$ cat src/rtl/alu_pkg.sv
// Shared ALU definitions: operation encodings and the illegal-code test,
// used by the ALU decoder and the execute pipeline.
package alu_pkg;

  typedef enum logic [2:0] {
    ALU_ADD = 3'b000,
    ALU_SUB = 3'b001,
    ALU_AND = 3'b010,
    ALU_OR  = 3'b011,
    ALU_XOR = 3'b100,
    ALU_SLT = 3'b101
  } alu_op_e;

  typedef struct packed {
    logic zero;
    logic illegal;
  } alu_flags_t;

  // Codes 110 and 111 have no operation assigned.
  function automatic logic is_illegal_op(input logic [2:0] code);
    return code[2] & code[1];
  endfunction

endpackage

$ cat src/rtl/alu_core.sv
// Purpose: combinational ALU (add/sub/and/or/xor/signed slt) with zero and illegal flags.
// Latency: 0 cycles, purely combinational.
// Backpressure: none; the enclosing pipeline owns all flow control.
module alu_core
  import alu_pkg::*;
#(
  parameter int WIDTH = 32
) (
  input  logic [2:0]       op,
  input  logic [WIDTH-1:0] a,
  input  logic [WIDTH-1:0] b,
  output logic [WIDTH-1:0] result,
  output logic             zero,
  output logic             illegal
);

  logic slt_lt;

  assign slt_lt = $signed(a) < $signed(b);

  always_comb begin
    result  = '0;
    illegal = is_illegal_op(op);
    case (alu_op_e'(op))
      ALU_ADD: result = a + b;
      ALU_SUB: result = a - b;
      ALU_AND: result = a & b;
      ALU_OR:  result = a | b;
      ALU_XOR: result = a ^ b;
      ALU_SLT: result = {{(WIDTH-1){1'b0}}, slt_lt};
      default: result = '0;
    endcase
  end

  assign zero = (result == '0);

endmodule

$ cat src/rtl/alu_exec_pipe.sv
// Purpose: two-stage ALU execute pipeline (S1 operand register, S2 result register).
// Latency: result valid two cycles after acceptance when not stalled.
// Backpressure: valid/ready; in_ready = !S1 valid || S2 advances, full throughput with out_ready high.
module alu_exec_pipe
  import alu_pkg::*;
#(
  parameter int WIDTH = 32
) (
  input  logic             clk,
  input  logic             reset,
  input  logic             in_valid,
  output logic             in_ready,
  input  logic [2:0]       ALUControl,
  input  logic [WIDTH-1:0] SrcA,
  input  logic [WIDTH-1:0] SrcB,
  output logic             out_valid,
  input  logic             out_ready,
  output logic [WIDTH-1:0] ALUResult,
  output logic             Zero,
  output logic             Illegal
);

  logic             s1_vld;
  logic [2:0]       s1_op;
  logic [WIDTH-1:0] s1_a;
  logic [WIDTH-1:0] s1_b;

  logic             s2_vld;
  logic [WIDTH-1:0] s2_res;
  alu_flags_t       s2_flags;

  logic             s2_adv;
  logic             s1_take;

  logic [WIDTH-1:0] core_res;
  logic             core_zero;
  logic             core_ill;

  assign s2_adv   = !s2_vld || out_ready;
  assign in_ready = !s1_vld || s2_adv;
  assign s1_take  = in_valid && in_ready;

  always_ff @(posedge clk) begin
    if (reset) begin
      s1_vld <= 1'b0;
    end else if (in_ready) begin
      s1_vld <= in_valid;
    end
  end

  // Operand registers carry no reset: their contents only matter behind s1_vld.
  always_ff @(posedge clk) begin
    if (s1_take) begin
      s1_op <= ALUControl;
      s1_a  <= SrcA;
      s1_b  <= SrcB;
    end
  end

  alu_core #(
    .WIDTH(WIDTH)
  ) u_core (
    .op     (s1_op),
    .a      (s1_a),
    .b      (s1_b),
    .result (core_res),
    .zero   (core_zero),
    .illegal(core_ill)
  );

  // S2 only reloads when a real operation moves in, so a stalled result holds.
  always_ff @(posedge clk) begin
    if (reset) begin
      s2_vld   <= 1'b0;
      s2_res   <= '0;
      s2_flags <= '0;
    end else if (s2_adv) begin
      s2_vld <= s1_vld;
      if (s1_vld) begin
        s2_res           <= core_res;
        s2_flags.zero    <= core_zero;
        s2_flags.illegal <= core_ill;
      end
    end
  end

  assign out_valid = s2_vld;
  assign ALUResult = s2_res;
  assign Zero      = s2_flags.zero;
  assign Illegal   = s2_flags.illegal;

endmodule

$ cat config.mk
export PLATFORM = sky130hd
export DESIGN_NAME = alu_exec_pipe
export DESIGN_NICKNAME = d
export VERILOG_FILES = /design/src/rtl/alu_pkg.sv /design/src/rtl/alu_core.sv /design/src/rtl/alu_exec_pipe.sv
export SDC_FILE = /design/constraint.sdc
export NUM_CORES = 1
export LEC_CHECK = 0
export ABC_CLOCK_PERIOD_IN_PS = 4300
export CAP_MARGIN = 20
export CORE_UTILIZATION = 30
export DETAILED_ROUTE_END_ITERATION = 10
export PLACE_DENSITY = 0.45
export SYNTH_ARGS = -nofsm -noshare
export SYNTH_HDL_FRONTEND = slang
export SYNTH_SLANG_ARGS = --single-unit
$ cat constraint.sdc
create_clock -name clk -period 4.3 [get_ports clk]
set_clock_uncertainty 0.1 [all_clocks]
set_input_delay 1.29 -clock clk [delete_from_list [all_inputs] [get_ports clk]]
set_output_delay 1.29 -clock clk [all_outputs]
set_load 0.02 [all_outputs]
# Word-level counts from Yosys, hierarchy flattened
# Cells that the tools add are included.
dict set report totals {
  out_inout_bits 36
  inputBits 71
  wordCells 29
  reg_bits 103
}
dict set report op_classes {
  bitwise 4
  reduce_logical 8
  addsub 2
  order_cmp 1
  mux 1
  eq_ne 5
}
# operator n
set ops {}
lappend ops {{32-bit case mux with 6 select lines} 1}
lappend ops {{32-bit adder} 1}
lappend ops {{32-bit bitwise AND} 1}
lappend ops {{32-bit zero test} 1}
lappend ops {{32-bit less-than comparator} 1}
lappend ops {{32-bit bitwise OR} 1}
lappend ops {{32-bit subtractor} 1}
lappend ops {{32-bit bitwise XOR} 1}
lappend ops {{3-bit by 2-bit == test with 1-bit output, second input constant} 2}
lappend ops {{3-bit == test, second input constant} 2}
lappend ops {{3-bit by 1-bit == test with 1-bit output, second input constant} 1}
lappend ops {{3-bit zero test} 1}
lappend ops {{1-bit zero test} 2}
lappend ops {{1-bit logical OR} 2}
lappend ops {{2-bit AND reduction} 1}
lappend ops {{1-bit bitwise AND} 1}
lappend ops {{1-bit logical AND} 1}

# Logic depth before layout (Yosys ltp)
dict set report logic_depth {
  ltp_word 4
  mapped_depth 14
  mapped_depth_nobuf 14
}

# Modules after synthesis
# From an unflattened synthesis, not the netlist that was laid out.
dict set report unflattened {
  cells_unflattened 1116
  area_unflattened_um2 9467.8
}
# module seq_area_each_um2 area_each_um2 instances cells_each
set by_module_without_submodules {}
lappend by_module_without_submodules {alu_core 0.0 5824.3 1 892}
lappend by_module_without_submodules {alu_exec_pipe 2732.6 3643.5 1 224}

# Worst setup path after synthesis
# No wires, ideal clock.
dict set report synth_timing {
  path_type {input port to flip-flop}
  from {in out_ready}
  to {reg s1_a[0] (enable)}
  arrival_ns 3.164
  setup_time_ns 0.432
  t_required_ns 3.768
  slack_ns 0.603
  n_path_buf 0
  path_stages 3
  cell_sequence {nor2b_1 nand2_1 and2_1}
}
dict set report synth_between {
  elab_chain_len 3
}
# item line
set synth_rtl {}
lappend synth_rtl {{from (decl)} alu_exec_pipe.sv:17} ;# input logic out_ready,
lappend synth_rtl {{1-bit logical OR} alu_exec_pipe.sv:39} ;# assign s2_adv = !s2_vld || out_ready;
lappend synth_rtl {{1-bit logical OR} alu_exec_pipe.sv:40} ;# assign in_ready = !s1_vld || s2_adv;
lappend synth_rtl {{named net in_ready} alu_exec_pipe.sv:12} ;# output logic in_ready,
lappend synth_rtl {{1-bit logical AND} alu_exec_pipe.sv:41} ;# assign s1_take = in_valid && in_ready;
lappend synth_rtl {{named net s1_take} alu_exec_pipe.sv:33} ;# logic s1_take;
lappend synth_rtl {{to (signal assigned)} alu_exec_pipe.sv:55} ;# s1_a <= SrcA;
lappend synth_rtl {{to (decl)} alu_exec_pipe.sv:25} ;# logic [WIDTH-1:0] s1_a;
# The timed path passes the listed nets, and every way through them passes these cells.
# A chain may end at the register's enable or synchronous reset.

# Worst setup path in the final report
dict set report layout_timing {
  from {in out_ready}
  to {out in_ready}
}
dict set report layout_between {
  elab_chain_len 2
}
# item line
set layout_rtl {}
lappend layout_rtl {{1-bit logical OR} alu_exec_pipe.sv:39}
lappend layout_rtl {{1-bit logical OR} alu_exec_pipe.sv:40}
lappend layout_rtl {{to (decl)} alu_exec_pipe.sv:12}
# No other way between the ends.

==> results.yml <==
outcome:
  outcome: "finished clean"
drt:
  drt-initial-drc-count: 746
  route.detailed.drc: 0
  viasPerCell: 5.498
  wl_um: 32380
  first_pass_iters: 7
  ant_nets: 0
  wire_per_inst_um: 20.24
  vias: 8796
critical_path:
  cp_cell_sequence: "clkdlybuf4s50_1 -> nor2b_1 -> nand2_1 -> clkdlybuf4s50_1"
  path_max_fanout: 5
  start_kind: "primary input"
  max_stage_delay_ns: 0.55
  crit_family: "buffers and inverters"
  arrival_ns: 2.72
  required_ns: 2.91
  cp_num_cells: 4
  critPathMostFrequentCell: "clkdlybuf4s50_1"
  crit_path_top_delay_cell: "clkdlybuf4s50_1"
  crit_path_end_kind: "output pin"
  worst-setup-path-type: "primary input to output pin"
  regToRegSetupSlack_ns: 0.27
  r2r_cells: 13
  path_buf_inv: 2
synth:
  yosysWarnings: 0
  synth_top_cell_by_area: "edfxtp_1"
  ys.flop_type: "edfxtp_1"
  async_flop_share: 0
  synth_area_mm2: 0.009026
  synth_nets: 1271
  synth_top_area_share: 0.2229
  ys_top_cells_by_area: "edfxtp_1 (22%), ha_1 (14%), dfxtp_1 (8.0%)"
  netlist_instances: 1097
  yosysUniqueCellTypes: 75
  syn_avg_cell_area_um2: 8.228
  synth-seq-area-share: 0.3027
  synth-edff-count: 67
  ys_ff_latch: 103
clocking:
  cts_tree: "done"
  clk_pin_slew_ns: 0.08
  clock_sinks: 103
  post_cts_buffers: 0
  h-tree-depth: 3
  cts_buffer_depth: 2
  worstSkewPairLatency_ns: 0.38
  numCtsBuffers: 9
  clockRootBuffer: "clkbuf_16"
timing:
  final.min_clock_period_ns: 4.114
  hold_violations: 0
  final_max_slew_viol_count: 0
  min_period_over_period: 0.9568
  rsz0062_at_grt: "false"
  setup_violations: 0
  holdWs_ns: 0.3696
  layout_setup_ws_ns: 0.1856
  fin_tns_setup_ns: 0
  tightest_slew_ns: 0.8721
  relSlewSlack: 0.4165
  fmax_mhz: 243.1
cells_and_area:
  instances_no_fill: 1600
  final_area_mm2: 0.01109
  layout.nets: 1379
  area_growth_pct: 22.82
  drive_gt1_frac: 0.08099
  n_antenna_cell: 0
  mostFrequentLayoutCells: "a21oi_1 (113), nor2_1 (110), clkdlybuf4s50_1 (106), ha_1 (101), inv_1 (98)"
  nFillCells: 3097
  final_common_cell: "a21oi_1"
grt:
  met3_usage: 0.04113
  met1_usage: 0.3143
  grt_pass1_wl_um: 49900
  overflow: 0
  top_usage_layer: "met2"
  grt_start_max_net_pins: 36
  grt_pass1_vias: 8372
  grtUsageMet2: 0.3148
  antenna_found_initial: 0
  grt.total_usage: 0.2136
die:
  rows: 63
  die-area_mm2: 0.03078
  core_mm2: 0.02964
  pin_count: 107
  start_util: 0.3045
  die_width_um: 175.5
  die_y_um: 175.5
min_path:
  hold_class: "flop to flop"
  holdPathStages: 2
place:
  placed_cells: 1584
  hpwl_um: 25880
  gp_congestion: 0.9425
  placed_area_mm2: 0.01079
  dpl_worst_slack_ns: 0.1966
  numPortBuffers: 106
power:
  p_leak_nw: 4.409
  power.density_mw_per_mm2: 281.9
  ir_drop_uv: 222.0
run:
  drv_cap: 0
[stage by stage]
step / power, W / util
final: 0.003125 / 0.3740
after floorplan: 0.001862 / -
after detailed placement: 0.002297 / 0.3641
after CTS: 0.003151 / 0.3738
after global placement: 0.002294 / 0.3631
after global routing: 0.003301 / 0.3740
[final cells by class]
cell class | instances | area, µm² | area share
tap | 390 | 488.0 | 0.04402
sequential | 103 | 2733 | 0.2465
inverter | 99 | 371.6 | 0.03352
multi-input combinational | 830 | 5678 | 0.5122
clock inverter | 5 | 35.03 | 0.003160
timing repair buffer | 162 | 1526 | 0.1377
clock buffer | 11 | 254.0 | 0.02291
[where the power goes]
part / internal, W / switching, W
registers: 0.00112 / 0.0000461
clock network: 0.000432 / 0.000402
logic: 0.000444 / 0.000681
total: 0.00200 / 0.00113
[final timing paths]
path	from	endpoint
worst min-delay path	Illegal	Illegal
worst max register to register	s1_a[0]	Zero
worst min register to register	Illegal	Illegal
worst max-delay path	out_ready	in_ready
[worst register-to-register path, cell delays in order, from the launching register on]
cell	delay, ns
edfxtp_1	0.43
ha_1	0.29
fa_1	0.44
a21o_1	0.22
a221o_1	0.44
a21bo_2	0.28
mux2i_1	0.13
a211oi_1	0.26
o2111ai_1	0.17
nor4_1	0.37
and4_1	0.26
nand4_1	0.11
nor4_2	0.30
a31o_1	0.17
[cell usage after synthesis, drive strengths merged, types with 9 or more instances]
cell type / instances
mux2i: 11
nand2: 73
ha: 101
nor2b: 17
a31oi: 20
o21ai: 57
o211ai: 15
o31ai: 12
nand4: 11
o22ai: 13
nor2: 110
a221oi: 9
buf: 18
a21o: 14
nor3: 23
a21oi: 113
inv: 98
nor4: 14
a211oi: 39
clkbuf: 47
dfxtp: 36
o221ai: 9
edfxtp: 67
nand3: 24
[routing by layer]
layer,vias to the layer above,part of all wire
met2,291,0.42
met4,0,0.016
li1,4272,-
met5,-,0
met3,29,0.062
met1,4204,0.50
[state kept, by name (all words and copies together), names as in the netlist]
| name | flops |
|---|---|
| ALUResult | 32 |
| s1_a | 32 |
| s1_b | 32 |
| s1_op | 3 |
| Illegal | 1 |
| Zero | 1 |
| out_valid | 1 |
| s1_vld | 1 |
[kinds of logic (layout without fill, tap and decap cells)]
group | Yosys count | after routing | synth area share
AO/OA/AOI/OAI | 388 | 388 | 0.2899
XOR/XNOR | 9 | 9 | 0.008734
adder cells (fa/ha/maj) | 103 | 103 | 0.1444
buffers and inverters | 164 | 277 | 0.07028
flip-flops | 103 | 103 | 0.3027
multiplexers | 16 | 16 | 0.01844
AND/OR/NAND/NOR | 314 | 314 | 0.1655
[what timing repair did]
item | in CTS | in global routing
gates resized for setup | 0 | 3
hold buffers | 0 | 0
setup endpoints to repair | 0 | 1
No activity file was read; power rests on OpenSTA's default activity.
